### src/rtl/wbdma_chain.sv
// Descriptor-chain sequencer: fetches 5-word descriptors over the main bus,
// programs the DMA controller for each one and polls its status until idle.
module wbdma_chain #(
    parameter int AW       = 32,
    parameter int DW       = 32,
    parameter int POLL_GAP = 15
) (
    input  logic          i_clk,
    input  logic          i_rst,
    input  logic          i_swb_cyc,
    input  logic          i_swb_stb,
    input  logic          i_swb_we,
    input  logic [1:0]    i_swb_addr,
    input  logic [DW-1:0] i_swb_data,
    output logic          o_swb_ack,
    output logic          o_swb_stall,
    output logic [DW-1:0] o_swb_data,
    output logic          o_fwb_cyc,
    output logic          o_fwb_stb,
    output logic          o_fwb_we,
    output logic [AW-1:0] o_fwb_addr,
    input  logic          i_fwb_ack,
    input  logic          i_fwb_stall,
    input  logic          i_fwb_err,
    input  logic [DW-1:0] i_fwb_data,
    output logic          o_dwb_cyc,
    output logic          o_dwb_stb,
    output logic          o_dwb_we,
    output logic [1:0]    o_dwb_addr,
    output logic [DW-1:0] o_dwb_data,
    input  logic          i_dwb_ack,
    input  logic          i_dwb_stall,
    input  logic [DW-1:0] i_dwb_data,
    output logic          o_interrupt
);

    localparam logic [2:0] S_IDLE  = 3'd0;
    localparam logic [2:0] S_FETCH = 3'd1;
    localparam logic [2:0] S_PROG  = 3'd2;
    localparam logic [2:0] S_POLL  = 3'd3;
    localparam logic [2:0] S_ABORT = 3'd4;

    localparam logic [3:0]    GAP        = POLL_GAP[3:0];
    localparam logic [DW-1:0] ABORT_WORD = 32'hffed_0000;

    logic [2:0]    r_state;
    logic          r_swb_ack;
    logic [DW-1:0] r_swb_data;
    logic          r_fwb_cyc, r_fwb_stb;
    logic [AW-1:0] r_fwb_addr;
    logic          r_dwb_cyc, r_dwb_stb, r_dwb_we;
    logic [1:0]    r_dwb_addr;
    logic [DW-1:0] r_dwb_data;
    logic          r_irq;
    logic          r_err;
    logic [15:0]   r_done_cnt;
    logic [AW-1:0] r_head;
    logic [AW-1:0] r_cur;
    logic [DW-1:0] r_status;
    logic          r_abort_pend;
    logic [2:0]    r_widx;
    logic [1:0]    r_pidx;
    logic [3:0]    r_gap;
    logic [DW-1:0] r_desc [0:4];

    logic          w_swb_req, w_swb_wr, w_ctl_wr;
    logic          w_busy, w_start, w_abort, w_abort_any;
    logic [DW-1:0] w_rd_data;
    logic [1:0]    w_prog_addr;
    logic [DW-1:0] w_prog_data;

    assign w_swb_req   = i_swb_cyc && i_swb_stb;
    assign w_swb_wr    = w_swb_req && i_swb_we;
    assign w_ctl_wr    = w_swb_wr && (i_swb_addr == 2'd0);
    assign w_busy      = (r_state != S_IDLE);
    assign w_start     = w_ctl_wr && i_swb_data[0] && !w_busy;
    assign w_abort     = w_ctl_wr && i_swb_data[1] && w_busy;
    assign w_abort_any = w_abort || r_abort_pend;

    always_comb begin
        w_rd_data = '0;
        case (i_swb_addr)
            2'd0:    w_rd_data = {w_busy, r_err, 14'b0, r_done_cnt};
            2'd1:    w_rd_data = DW'(r_head);
            2'd2:    w_rd_data = DW'(r_cur);
            default: w_rd_data = r_status;
        endcase
    end

    // Programming order: len, src, dst, then ctrl last so the DMA starts on a full setup.
    always_comb begin
        w_prog_addr = 2'd0;
        w_prog_data = '0;
        case (r_pidx)
            2'd0:    begin w_prog_addr = 2'd1; w_prog_data = r_desc[1]; end
            2'd1:    begin w_prog_addr = 2'd2; w_prog_data = r_desc[2]; end
            2'd2:    begin w_prog_addr = 2'd3; w_prog_data = r_desc[3]; end
            default: begin
                w_prog_addr = 2'd0;
                w_prog_data = {2'b00, r_desc[0][29:28], 12'hfed, r_desc[0][15:0]};
            end
        endcase
    end

    always_ff @(posedge i_clk) begin
        if (r_state == S_FETCH && i_fwb_ack && !w_abort && !i_fwb_err)
            r_desc[r_widx] <= i_fwb_data;
    end

    always_ff @(posedge i_clk) begin
        if (i_rst) begin
            r_state      <= S_IDLE;
            r_swb_ack    <= 1'b0;
            r_swb_data   <= '0;
            r_fwb_cyc    <= 1'b0;
            r_fwb_stb    <= 1'b0;
            r_fwb_addr   <= '0;
            r_dwb_cyc    <= 1'b0;
            r_dwb_stb    <= 1'b0;
            r_dwb_we     <= 1'b0;
            r_dwb_addr   <= '0;
            r_dwb_data   <= '0;
            r_irq        <= 1'b0;
            r_err        <= 1'b0;
            r_done_cnt   <= '0;
            r_head       <= '0;
            r_cur        <= '0;
            r_status     <= '0;
            r_abort_pend <= 1'b0;
            r_widx       <= '0;
            r_pidx       <= '0;
            r_gap        <= '0;
        end else begin
            r_swb_ack <= w_swb_req;
            r_irq     <= 1'b0;
            if (w_swb_req && !i_swb_we)
                r_swb_data <= w_rd_data;
            if (w_swb_wr && i_swb_addr == 2'd1 && !w_busy)
                r_head <= i_swb_data[AW-1:0];
            if (w_abort)
                r_abort_pend <= 1'b1;

            case (r_state)
                S_IDLE: begin
                    r_abort_pend <= 1'b0;
                    if (w_start) begin
                        r_err      <= 1'b0;
                        r_done_cnt <= '0;
                        r_cur      <= r_head;
                        r_fwb_addr <= r_head;
                        r_fwb_cyc  <= 1'b1;
                        r_fwb_stb  <= 1'b1;
                        r_widx     <= '0;
                        r_state    <= S_FETCH;
                    end
                end

                S_FETCH: begin
                    if (w_abort || i_fwb_err) begin
                        r_fwb_cyc    <= 1'b0;
                        r_fwb_stb    <= 1'b0;
                        r_err        <= 1'b1;
                        r_irq        <= 1'b1;
                        r_abort_pend <= 1'b0;
                        r_state      <= S_IDLE;
                    end else begin
                        if (r_fwb_stb && !i_fwb_stall)
                            r_fwb_stb <= 1'b0;
                        if (i_fwb_ack) begin
                            if (r_widx == 3'd4) begin
                                r_fwb_cyc <= 1'b0;
                                r_fwb_stb <= 1'b0;
                                r_pidx    <= '0;
                                r_state   <= S_PROG;
                            end else begin
                                r_widx     <= r_widx + 3'd1;
                                r_fwb_addr <= r_fwb_addr + AW'(1);
                                r_fwb_stb  <= 1'b1;
                            end
                        end
                    end
                end

                S_PROG: begin
                    if (r_dwb_cyc) begin
                        if (r_dwb_stb && !i_dwb_stall)
                            r_dwb_stb <= 1'b0;
                        if (i_dwb_ack) begin
                            r_dwb_cyc <= 1'b0;
                            r_dwb_stb <= 1'b0;
                            r_dwb_we  <= 1'b0;
                            if (w_abort_any)
                                r_state <= S_ABORT;
                            else if (r_pidx == 2'd3) begin
                                r_gap   <= GAP;
                                r_state <= S_POLL;
                            end else
                                r_pidx <= r_pidx + 2'd1;
                        end
                    end else if (w_abort_any)
                        r_state <= S_ABORT;
                    else begin
                        r_dwb_cyc  <= 1'b1;
                        r_dwb_stb  <= 1'b1;
                        r_dwb_we   <= 1'b1;
                        r_dwb_addr <= w_prog_addr;
                        r_dwb_data <= w_prog_data;
                    end
                end

                S_POLL: begin
                    if (r_dwb_cyc) begin
                        if (r_dwb_stb && !i_dwb_stall)
                            r_dwb_stb <= 1'b0;
                        if (i_dwb_ack) begin
                            r_dwb_cyc <= 1'b0;
                            r_dwb_stb <= 1'b0;
                            r_status  <= i_dwb_data;
                            if (w_abort_any)
                                r_state <= S_ABORT;
                            else if (i_dwb_data[31])
                                r_gap <= GAP;
                            else if (i_dwb_data[30]) begin
                                r_err   <= 1'b1;
                                r_irq   <= 1'b1;
                                r_state <= S_IDLE;
                            end else begin
                                r_done_cnt <= r_done_cnt + 16'd1;
                                if (r_desc[4] == '0) begin
                                    r_irq   <= 1'b1;
                                    r_state <= S_IDLE;
                                end else begin
                                    r_cur      <= r_desc[4][AW-1:0];
                                    r_fwb_addr <= r_desc[4][AW-1:0];
                                    r_fwb_cyc  <= 1'b1;
                                    r_fwb_stb  <= 1'b1;
                                    r_widx     <= '0;
                                    r_state    <= S_FETCH;
                                end
                            end
                        end
                    end else if (w_abort_any)
                        r_state <= S_ABORT;
                    else if (r_gap != 4'd0)
                        r_gap <= r_gap - 4'd1;
                    else begin
                        r_dwb_cyc  <= 1'b1;
                        r_dwb_stb  <= 1'b1;
                        r_dwb_we   <= 1'b0;
                        r_dwb_addr <= 2'd0;
                    end
                end

                S_ABORT: begin
                    if (r_dwb_cyc) begin
                        if (r_dwb_stb && !i_dwb_stall)
                            r_dwb_stb <= 1'b0;
                        if (i_dwb_ack) begin
                            r_dwb_cyc    <= 1'b0;
                            r_dwb_stb    <= 1'b0;
                            r_dwb_we     <= 1'b0;
                            r_err        <= 1'b1;
                            r_irq        <= 1'b1;
                            r_abort_pend <= 1'b0;
                            r_state      <= S_IDLE;
                        end
                    end else begin
                        r_dwb_cyc  <= 1'b1;
                        r_dwb_stb  <= 1'b1;
                        r_dwb_we   <= 1'b1;
                        r_dwb_addr <= 2'd0;
                        r_dwb_data <= ABORT_WORD;
                    end
                end

                default: r_state <= S_IDLE;
            endcase
        end
    end

    assign o_swb_ack   = r_swb_ack;
    assign o_swb_stall = 1'b0;
    assign o_swb_data  = r_swb_data;
    assign o_fwb_cyc   = r_fwb_cyc;
    assign o_fwb_stb   = r_fwb_stb;
    assign o_fwb_we    = 1'b0;
    assign o_fwb_addr  = r_fwb_addr;
    assign o_dwb_cyc   = r_dwb_cyc;
    assign o_dwb_stb   = r_dwb_stb;
    assign o_dwb_we    = r_dwb_we;
    assign o_dwb_addr  = r_dwb_addr;
    assign o_dwb_data  = r_dwb_data;
    assign o_interrupt = r_irq;

endmodule

### config.mk
export PLATFORM = sky130hd
export DESIGN_NAME = wbdma_chain
export DESIGN_NICKNAME = d
export VERILOG_FILES = /design/src/rtl/wbdma_chain.sv
export SDC_FILE = /design/constraint.sdc
export NUM_CORES = 1
export LEC_CHECK = 0
export ABC_AREA = 1
export CORE_ASPECT_RATIO = 2
export CORE_MARGIN = 4
export CORE_UTILIZATION = 40
export CTS_BUF_LIST = sky130_fd_sc_hd__clkbuf_2
export CTS_CLUSTER_SIZE = 20
export DETAILED_ROUTE_END_ITERATION = 6
export GPL_ROUTABILITY_DRIVEN = 1
export SYNTH_ARGS = -nofsm -noshare
export SYNTH_HDL_FRONTEND = slang
export SYNTH_SLANG_ARGS = --single-unit
### constraint.sdc
create_clock -name i_clk -period 6.65 [get_ports i_clk]
set_input_delay 1.33 -clock i_clk [delete_from_list [all_inputs] [get_ports i_clk]]
set_output_delay 1.33 -clock i_clk [all_outputs]
set_load 0.005 [all_outputs]
==> Word level (Yosys, flattened, before mapping) <==
Memories as Yosys holds them, arrays and structs flattened.
Cells that the tools add are included.
Widths: inputs -> output; s select.
{ "word_totals": {"input_bits": 108, "mem_bits_rw": 160, "regBits": 231, "mem_count": 1, "out_inout_bits": 107} }
{ "memory_table": {"columns": ["memory", "words", "width", "read_ports", "rd_ports_with_merged_regs", "wr", "line", "source"], "rows": [
  ["r_desc", 5, 32, 5, 0, 1, "64", "logic [DW-1:0] r_desc [0:4];"]
]} }
{ "classes": {"n_eq_ne": 46, "reduce_logical": 50, "muxes": 148, "addsub": 5} }
{ "op_table": {"columns": ["operator", "n"], "rows": [
  ["$mux 32", 13],
  ["$pmux 32 s3", 3],
  ["$pmux 32 s2", 2],
  ["$mux 16", 6],
  ["$mux 3", 25],
  ["$mux 1", 61],
  ["$ne 2x2->1 const B", 22],
  ["$mux 4", 10],
  ["$add 32x1->32 const B", 1],
  ["$logic_not 32->1", 1],
  ["$pmux 16 s2", 1],
  ["$reduce_and 9->1", 3],
  ["$mux 2", 13],
  ["$ne 3x3->1 const B", 7],
  ["$pmux 1 s3", 7],
  ["$reduce_and 10->1", 2],
  ["$add 16x1->16 const B", 1],
  ["$reduce_and 8->1", 2],
  ["$logic_and 1x1->1", 15],
  ["$pmux 3 s5", 1],
  ["$reduce_and 7->1", 2],
  ["$pmux 2 s3", 2],
  ["$reduce_and 11->1", 1],
  ["$pmux 3 s3", 1],
  ["other kinds (26)", 47]
]} }

==> Logic depth before layout (Yosys ltp) <==
Gate-level depths: netlist (run 1).
{ "logic_depth": {"depth_word": 10, "mapped_depth": 13} }

==> Worst setup path before layout (run 1) <==
No wires, ideal clock.
{ "synth_timing": {"path_type": "input-to-reg", "from": "in i_swb_cyc", "to": "mem r_desc[3][0] (enable)", "n_path_buf": 0, "arrival_time_ps": 5134, "required_time_ps": 6149, "setup_slack_ps": 1014, "stages": 9, "path_cell_list": "nand2_1 -> nor2_1 -> nand2_1 -> nor2_4 -> nor2_4 -> nand2_1 -> nor2_1 -> inv_1 -> nor4_1"} }
{ "synth_between": {"elab_chain_len": 10} }
{ "synth_rtl": {"columns": ["item", "line", "source"], "rows": [
  ["from (decl)", "10", "input logic i_swb_cyc,"],
  ["$logic_and 1x1->1", "72", "assign w_swb_req = i_swb_cyc && i_swb_stb;"],
  ["$logic_and 1x1->1", "73", "assign w_swb_wr = w_swb_req && i_swb_we;"],
  ["$logic_and 1x1->1", "74", "assign w_ctl_wr = w_swb_wr && (i_swb_addr == 2'd0);"],
  ["$logic_and 1x1->1 (2 in series)", "77", "assign w_abort = w_ctl_wr && i_swb_data[1] && w_busy;"],
  ["$logic_not 1->1", "106", "if (r_state == S_FETCH && i_fwb_ack && !w_abort && !i_fwb_err)"],
  ["$logic_and 1x1->1 (2 in series)", "106", null],
  ["$mux 1", "106", null],
  ["$mux 1 (not written as such)", "107", "r_desc[r_widx] <= i_fwb_data;"],
  ["to (decl)", "64", null]
]} }
No other way between the ends.

==> Worst setup path after layout (run 1) <==
{ "layout_timing": {"from": "in i_swb_addr[0]", "to": "reg r_cur[31]"} }
{ "layout_between": {"elab_chain_len": 7, "word_cells_on_any_way": 10, "cone_classes": "2 x eq/ne; 8 x reduce/logical"} }
{ "layout_rtl": {"columns": ["item", "line", "source"], "rows": [
  ["from (decl)", "13", "input logic [1:0] i_swb_addr,"],
  ["$logic_not 2->1 (*)", "74", null],
  ["$logic_and 1x1->1 (*)", "74", null],
  ["$logic_and 1x1->1 (2 in series)", "77", null],
  ["$logic_or 1x1->1", "78", "assign w_abort_any = w_abort || r_abort_pend;"],
  ["$ne 2x2->1 (no line)", null, null],
  ["$reduce_and 8->1 (no line) (*)", null, null],
  ["to (signal assigned)", "149", "r_cur <= r_head;"],
  ["to (signal assigned)", "233", "r_cur <= r_desc[4][AW-1:0];"],
  ["to (decl)", "58", "logic [AW-1:0] r_cur;"]
]} }
Every way passes the cells marked *; elsewhere a longest branch is shown, timed or not.
A chain may end at the register's enable or synchronous reset.

==> results of run 1 <==
## worst paths after layout
| kind | start | end | depth (start not counted) |
|---|---|---|---|
| min | o_dwb_data[8] | o_dwb_data[8] | 2 |
| max | i_swb_addr[0] | r_cur[31] | 10 |
| min reg2reg | o_dwb_data[8] | o_dwb_data[8] | 2 |
| max reg2reg | r_state[0] | r_status[12] | 8 |
## power by group
| part | leakage [uW] | total [uW] | internal [uW] | switching, uW |
|---|---|---|---|---|
| registers | 0.00318 | 2670 | 2530 | 146 |
| clock network | 0.000637 | 1560 | 607 | 954 |
| logic | 0.00366 | 832 | 325 | 507 |
| total | 0.00748 | 5070 | 3460 | 1610 |
## Yosys cell counts (4+ instances only)
cell / count / share of area (%)
a31oi_1: 28 / 1.0
o22ai_1: 8 / 0.30
nor2_4: 4 / 0.27
buf_4: 6 / 0.27
buf_1: 5 / 0.11
a41oi_1: 16 / 0.84
a21oi_1: 141 / 4.2
dfxtp_1: 231 / 28
o211ai_1: 18 / 0.81
nand4_1: 28 / 1.0
clkbuf_1: 80 / 1.8
nor2_1: 299 / 6.7
o21ai_0: 250 / 7.5
ha_1: 9 / 0.67
xor2_1: 15 / 0.79
nor3_1: 29 / 0.87
nand2_1: 423 / 9.5
nand3_1: 79 / 2.4
buf_2: 16 / 0.48
edfxtp_1: 146 / 26
inv_1: 171 / 3.8
nand2_2: 5 / 0.19
nor2_2: 4 / 0.15
a221oi_1: 9 / 0.47
## cell usage in the layout, fill, tap and decap left out, drive strengths merged, types with 3 or more instances in the layout
cell / instances
a41oi: 16
nand4: 28
xor2: 15
nor2: 308
buf: 16
nand3: 82
or2: 3
dfxtp: 231
edfxtp: 146
o21bai: 3
clkinv: 28
a21oi: 141
inv: 175
o211ai: 18
ha: 9
diode: 6
nand2: 429
clkbuf: 131
o21ai: 255
clkdlybuf4s50: 212
a31oi: 28
nand3b: 3
a221oi: 9
nor3: 31
o221ai: 3
o22ai: 8
## registers in the layout, indices dropped and copies added, names as in the netlist, 16 cells and up
signal      count
r_desc        146
o_dwb_data     32
o_fwb_addr     32
o_swb_data     32
r_cur          32
r_head         32
r_status       32
r_done_cnt     16
## layout make-up
| class | count | area (um^2) |
|---|---|---|
| clock inverters | 30 | 183 |
| diodes | 6 | 15.0 |
| well taps | 535 | 669 |
| inverters | 176 | 666 |
| multi-input cells | 1397 | 6620 |
| clock buffers | 131 | 656 |
| repair buffers | 228 | 2250 |
| flip-flops and latches | 377 | 9010 |
| fillers | 4156 | 21100 |
## logic make-up (layout without fill, tap and decap cells)
kind of cell | Yosys count | in the layout
adder cells (fa/ha/maj) | 9 | 9
flip-flops | 377 | 377
other | 1 | 8
XOR/XNOR | 16 | 16
AND/OR/NAND/NOR | 886 | 886
AO/OA/AOI/OAI | 484 | 484
buffers and inverters | 286 | 565
## per-layer routing
layer	routed length (um)	track usage (%)	part of all wire [%]	up-vias
met5	0	0	0	-
met4	4290	16.7	7.1	0
met3	3090	4.34	5.1	162
met2	32000	48.2	53	533
met1	21300	26.4	35	7172
li1	-	-	-	7362
## through the flow
stage | std cells | total power (uW)
2_1_floorplan | 2060 | 3120
6_report | 2880 | 5070
3_3_place_gp | 2713 | 3540
3_5_place_dp | 2713 | 3550
4_1_cts | 2874 | 5120
5_1_grt | 2879 | 5330
## worst reg2reg max path: cells and delay by family, from the launching register on
family	cells	cell delay, ps
AND/OR/NAND/NOR	5	1920
buffers and inverters	3	1100
flip-flops	1	490
==> impl_metrics.json, run 1 <==
{
  "status": "complete, but fails checks",
  "violations": "design-rule violations",
  "design_area_um2": 20100,
  "dominantRegCellSynth": "dfxtp_1",
  "synthMuxAreaShare_pct": 0,
  "worst_slack_ps": 2860,
  "cts_buffer_depth": 3,
  "hold_violations": 0,
  "initial_core_util_pct": 40.6,
  "tns_ps": 0,
  "synth-xor-area-share_pct": 0.840,
  "drive_gt1_share_pct": 8.51,
  "route.detailed.drc": 5,
  "worst_pin_slew_ps": 1290,
  "synth_area_um2": 16700,
  "drt_wl_total_um": 60700,
  "avgSynthCellArea_um2": 8.11,
  "clk_latency_ps": 1000,
  "syn-instance-count": 2059,
  "fp.dieW_um": 152,
  "holdWs_ps": 451,
  "setup_viol": 0,
  "cts_root_buf": "clkbuf_2",
  "grt_max_degree": 121,
  "gp_congestion": 0.974,
  "ys_seq_area_share_pct": 54.0,
  "htreeDepth": 3,
  "overflow": 0,
  "async_flop_share_pct": 0,
  "placed_cell_area_um2": 19200,
  "synth_edf_count": 146,
  "antenna_found_initial": 5,
  "cts_sinks": 377,
  "area.growth.synth_to_final_pct": 20.2,
  "crit_arrival_ps": 4670,
  "synth_compound_area_share_pct": 15.8,
  "post-route-min-period_ps": 3790,
  "ant_nets": 0,
  "synth_adder_area_share_pct": 0.675,
  "fin_skew_ps": 51.7,
  "routedWlPerCell_um": 21.1,
  "cts_setup_buffers": 0,
  "crit_family": "simple AND/OR/NAND/NOR gates",
  "numCtsBuffers": 86,
  "fin_util_pct": 48.8,
  "finalMaxSlewViolations": 0,
  "viasPerCell": 5.29,
  "coreArea_um2": 41100,
  "finalCritPeriodShare_pct": 57.0,
  "die-area_um2": 45300,
  "cts_hold_buf": 0,
  "required_ps": 7530,
  "portBuffers": 212,
  "max_clock_freq_mhz": 264,
  "die_h_um": 297,
  "grt_pass1_vias": 15363,
  "maxCapViolations": 0,
  "hpwl_um": 44400,
  "firstDrtPassIters": 7,
  "synth-simple-area-share_pct": 21.9,
  "drt_iter0_drc": 1112,
  "clkSlewWorstSetupHoldPaths_ps": 110,
  "crit_path_start_kind": "input port",
  "preCtsSetupSlack_ps": 1960,
  "nets": 2383,
  "cts_tree": "yes",
  "ys_ff_latch": 377,
  "slowest_stage": "nand3_2",
  "num_io_pins": 215,
  "grt_pass1_wl_um": 91200,
  "p_leak_uw": 0.00748,
  "cts-resized-gates": 0,
  "irDropWorstVdd_mv": 0.133,
  "power.density_nw_per_um2": 252,
  "ys_warn_count": 0,
  "hold_class": "reg -> reg",
  "synth_top_family_by_area": "simple AND/OR/NAND/NOR gates",
  "ys_types": 44,
  "path_common_cell": "nor2_1",
  "crit_chain": "clkdlybuf4s50_1 -> nor2_1 -> buf_4 -> nand2_1 -> o21bai_1 -> nand3_1 -> nor2_1 -> nand3_2 -> nor2_1 -> nor2_1",
  "track_usage_pct": 25.9,
  "rsz0062_at_grt": "no",
  "setup.worst_path.end_class": "flop",
  "r2r_slack_ps": 3000,
  "row_count": 105,
  "timing_worst_setup_path_type": "in -> reg",
  "cp_slowest_stage_delay_ps": 840,
  "slew-limit-headroom_pct": 14.1,
  "crit_buf_inv": 2,
  "path_max_fanout": 33,
  "vias": 15229
}
(Power assumes the default switching activity.)
==> inputs of run 2 (changes only) <==
==> constraint.sdc (replaced) <==
create_clock -name i_clk -period 3.5 [get_ports i_clk]
set_input_delay 0.7 -clock i_clk [delete_from_list [all_inputs] [get_ports i_clk]]
set_output_delay 0.7 -clock i_clk [all_outputs]
set_load 0.005 [all_outputs]
==> run 2 against run 1 <==
Critical endpoint is now o_dwb_cyc. The flow now finishes without violations. Critical path depth shrank 9. Worst setup slack lost 2300 ps. Worst hold slack lost 130 ps. Largest power group unchanged. Via count grew 1.3%. First-iteration DRC count shrank 8.8%. Combinational power grew 96%. Largest cell class unchanged.
==> impl_metrics.json, run 2 (same netlist as run 1, synthesis figures left out) <==
{
  "cts_sinks": 377,
  "viasPerCell": 5.33,
  "timing_worst_setup_path_type": "reg -> out",
  "cts-resized-gates": 0,
  "post-route-min-period_ps": 2930,
  "crit_family": "buffers and inverters",
  "cts_root_buf": "clkbuf_2",
  "status": "complete, no violations",
  "setup.worst_path.end_class": "output pin",
  "worst_pin_slew_ps": 1030,
  "antenna_found_initial": 2,
  "cp_slowest_stage_delay_ps": 620,
  "cts_tree": "yes",
  "p_leak_uw": 0.00760,
  "drive_gt1_share_pct": 9.19,
  "power.density_nw_per_um2": 470,
  "design_area_um2": 20300,
  "num_io_pins": 215,
  "internal_power_uw": 6530,
  "numCtsBuffers": 87,
  "row_count": 105,
  "max_clock_freq_mhz": 341,
  "clkPwrFrac_pct": 29.7,
  "hold_violations": 0,
  "holdWs_ps": 316,
  "placed_cell_area_um2": 19500,
  "pwr-share-comb_pct": 17.1,
  "largest_register": "r_desc",
  "die_h_um": 297,
  "p_seq_share_pct": 53.2,
  "track_usage_pct": 25.3,
  "htreeDepth": 3,
  "ant_nets": 0,
  "p_total_uw": 9540,
  "cts_hold_buf": 0,
  "p_sw_uw": 3020,
  "finalMaxSlewViolations": 0,
  "layout.cells.most_common": "nand2_1",
  "crit_arrival_ps": 2230,
  "crit_chain": "clkdlybuf4s50_1",
  "portBuffers": 212,
  "required_ps": 2800,
  "path_max_fanout": 13,
  "fin_skew_ps": 52.2,
  "route.detailed.drc": 0,
  "crit_path_start_kind": "flop",
  "grt_max_degree": 76,
  "grt_pass1_vias": 15416,
  "initial_core_util_pct": 40.6,
  "setup_viol": 0,
  "gp_congestion": 0.951,
  "p_sw_share_pct": 31.6,
  "cts_setup_buffers": 0,
  "mostFrequentLayoutCells": "423 x nand2_1, 296 x nor2_1, 250 x o21ai_0",
  "routedWlPerCell_um": 20.4,
  "rsz0062_at_grt": "no",
  "drt_wl_total_um": 59000,
  "tns_ps": 0,
  "maxCapViolations": 0,
  "clk_latency_ps": 1000,
  "largest_register_ffs": 146,
  "firstDrtPassIters": 6,
  "irDropWorstVdd_mv": 0.254,
  "area.growth.synth_to_final_pct": 21.6,
  "crit_buf_inv": 1,
  "slowest_stage": "clkdlybuf4s50_1",
  "die-area_um2": 45300,
  "grt_pass1_wl_um": 89500,
  "finalCritPeriodShare_pct": 83.8,
  "hpwl_um": 43600,
  "coreArea_um2": 41100,
  "clkSlewWorstSetupHoldPaths_ps": 140,
  "nets": 2410,
  "cts_buffer_depth": 3,
  "vias": 15427,
  "fp.dieW_um": 152,
  "overflow": 0,
  "hold_class": "in -> reg",
  "slew-limit-headroom_pct": 31.1,
  "drt_iter0_drc": 1014,
  "fin_util_pct": 49.4
}
==> run 2: cell types whose count changed in the layout (fill, tap and decap cells not counted), moves of 2 or more <==
cell and delta:
clkinvlp_4 +2, ha_2 -3, diode_2 -5, buf_12 +8, clkinv_2 -2, buf_4 +18
ha_1 +3
==> run 2: worst paths after layout <==
check                           slack (ps)             end      startpoint  cells after the start
worst max-delay path                   570       o_dwb_cyc       o_dwb_cyc                      1
worst min-delay path                   320     r_status[3]   i_dwb_data[3]                      3
worst max register to register         920   r_desc[2][23]      r_state[0]                      7
worst min register to register         450  o_dwb_data[13]  o_dwb_data[13]                      2
==> run 2: stage by stage <==
step | instances | setup WS (ps)
3_3_place_gp | 2739 | 325
6_report | 2896 | 568
5_1_grt | 2896 | 483
2_1_floorplan | 2060 | -639
4_1_cts | 2895 | 514
3_5_place_dp | 2739 | 297
==> run 2: area by class of cell <==
| class | count | area [um^2] |
|---|---|---|
| fill | 4135 | 20800 |
| sequential | 377 | 9010 |
| multi-input combinational | 1397 | 6610 |
| timing repair buffer | 254 | 2550 |
| tap | 535 | 669 |
| inverter | 176 | 666 |
| clock buffer | 130 | 651 |
| clock inverter | 26 | 141 |
| antenna | 1 | 2.50 |
==> run 2: routing by layer <==
metal / track usage [%] / share of wire, % / up-vias
met1: 26.5 / 36 / 7231
li1: - / - / 7432
met2: 46.4 / 52 / 603
met3: 4.39 / 5.4 / 161
met5: 0 / 0 / -
met4: 15.4 / 6.3 / 0
==> run 2: power groups by stage <==
stage / logic (uW) / clock network (uW) / registers (uW)
2_1_floorplan: 866 / 0 / 5060
3_3_place_gp: 1600 / 0 / 5170
3_5_place_dp: 1620 / 0 / 5170
4_1_cts: 1630 / 2930 / 5080
5_1_grt: 1800 / 3140 / 5100
6_report: 1630 / 2830 / 5080
==> inputs of run 3 (changes only) <==
==> constraint.sdc (replaced) <==
create_clock -name i_clk -period 3 [get_ports i_clk]
set_input_delay 0.6 -clock i_clk [delete_from_list [all_inputs] [get_ports i_clk]]
set_output_delay 0.6 -clock i_clk [all_outputs]
set_load 0.005 [all_outputs]
==> run 3 against run 2 <==
Cell area up 1.2%. Largest power group unchanged. Clock skew up 23 ps. Sequential share of layout area down 0.53 points. Power up 19%. Clock power up 21%. Via count down 0.78%. Die area unchanged. Global-route usage up 0.63 points. Count of clock-buffer cells in the layout down 13. Critical path type unchanged. Sequential power up 17%.
==> impl_metrics.json, run 3 (same netlist as run 1, synthesis figures left out) <==
{
  "viasPerCell": 5.25,
  "drt_iter0_drc": 859,
  "finalMaxSlewViolations": 0,
  "post-route-min-period_ps": 2810,
  "r2r_slack_ps": 460,
  "fin_skew_ps": 75.3,
  "ant_nets": 0,
  "antenna_found_initial": 2,
  "routedWlPerCell_um": 20.7,
  "clk_latency_ps": 1010,
  "htreeDepth": 3,
  "grt_max_degree": 111,
  "crit_path_end": "o_fwb_addr[19]",
  "slowest_stage": "dfxtp_1",
  "rsz0062_at_grt": "no",
  "fp.dieW_um": 152,
  "cts_hold_buf": 0,
  "cp_slowest_stage_delay_ps": 630,
  "die_h_um": 297,
  "crit_cells": 1,
  "row_count": 105,
  "area.growth.synth_to_final_pct": 23.1,
  "maxCapViolations": 0,
  "setup.worst_path.end_class": "output pin",
  "max_clock_freq_mhz": 355,
  "cts_buffer_depth": 3,
  "drive_gt1_share_pct": 9.34,
  "numCtsBuffers": 85,
  "status": "complete, no violations",
  "largest_register_ffs": 146,
  "timing_worst_setup_path_type": "reg -> out",
  "gp_congestion": 0.977,
  "num_io_pins": 215,
  "grt_pass1_vias": 15418,
  "layout.cells.most_common": "nand2_1",
  "initial_core_util_pct": 40.6,
  "path_max_fanout": 5,
  "hpwl_um": 45900,
  "rr_startpoint": "o_fwb_addr[0]",
  "power.density_nw_per_um2": 553,
  "fin_cells": 2916,
  "coreArea_um2": 41100,
  "nets": 2423,
  "overflow": 0,
  "p_total_uw": 11400,
  "worst_pin_slew_ps": 1070,
  "route.detailed.drc": 0,
  "vias": 15306,
  "crit_arrival_ps": 2210,
  "clkSlewWorstSetupHoldPaths_ps": 140,
  "crit_family": "flip-flops",
  "hold_violations": 0,
  "portBuffers": 212,
  "irDropWorstVdd_mv": 0.279,
  "crit_chain": "clkdlybuf4s50_1",
  "p_leak_uw": 0.00770,
  "finalCritPeriodShare_pct": 93.8,
  "startpoint": "o_fwb_addr[19]",
  "drt_wl_total_um": 60400,
  "firstDrtPassIters": 6,
  "cts_tree": "yes",
  "crit_path_start_kind": "flop",
  "largest_register": "r_desc",
  "crit_buf_inv": 1,
  "grt_pass1_wl_um": 90900,
  "hold_class": "in -> reg",
  "worstReg2RegEnd": "o_fwb_addr[14]",
  "required_ps": 2400,
  "die-area_um2": 45300,
  "cts_sinks": 377,
  "track_usage_pct": 25.9,
  "mostFrequentLayoutCells": "423 x nand2_1, 295 x nor2_1, 250 x o21ai_0",
  "cts_root_buf": "clkbuf_2",
  "placedCellCount": 2754,
  "slew-limit-headroom_pct": 28.4,
  "setup_viol": 0,
  "reg2regPathDepth": 11
}
run 3: changes by cell type in the layout (fill, tap and decap cells not counted), sizes merged:
cell	delta
diode	+4
bufinv	+2
clkinvlp	-2
clkinv	+14
clkbuf	-13
buf	+15
run 3: worst min-delay path by stage:
stage | from | end | slack [ps] | cells after the start
floorplan | r_err | r_err | 440 | 2
global placement | o_dwb_data[3] | o_dwb_data[3] | 430 | 2
detailed placement | o_dwb_data[29] | o_dwb_data[29] | 440 | 2
CTS | i_dwb_data[20] | r_status[20] | 80 | 3
global route | i_dwb_data[10] | r_status[10] | 90 | 3
finish | i_dwb_data[25] | r_status[25] | 190 | 3
run 3: cell type report:
type                            instances  area (um^2)
Tap cell                              535          669
Inverter                              176          666
Antenna cell                            5         12.5
Timing Repair Buffer                  269         2730
Clock inverter                         40          248
Sequential cell                       377         9010
Fill cell                            4103        20600
Multi-Input combinational cell       1397         6630
Clock buffer                          117          586
run 3: worst reg2reg max path: stages, from the launching register on:
cell and delay [ps]:
dfxtp_1 450, ha_1 190, nand2_1 100, nor2_1 420
nand2_1 230, nor2_1 280, nor2_1 120, nor2_1 90
o21ai_0 160, o211ai_1 240, nor2_1 80, nor2_1 80
run 3: metal layers:
layer | track usage [%] | vias to the layer above | wire [um]
li1 | - | 7438 | -
met1 | 26.2 | 7191 | 21400
met2 | 48.0 | 531 | 32000
met3 | 4.57 | 146 | 2780
met4 | 16.9 | 0 | 4170
met5 | 0 | - | 0
run 3: stage by stage:
stage	setup WS, ps	cell area (um^2)	hold slack, ps	TNS [ps]	util, %
global placement	155	19700	433	0	47.9
floorplan	-77.7	16700	437	-6630	-
detailed placement	109	19700	438	0	47.9
CTS	21.1	20500	82.0	0	49.9
global route	139	20500	92.7	0	50.0
finish	185	20500	188	0	50.0
run 3: repair_timing:
| action | CTS | global route |
|---|---|---|
| resized for setup | 0 | 1 |
| setup buffers | 0 | 0 |
| endpoints found under the setup margin | 0 | 1 |
run 3: power by group:
part           switching, uW  total (uW)  internal, uW
Clock                   2090        3420          1330
Sequential               320        5920          5600
Combinational           1180        2010           825
Total                   3590       11400          7760
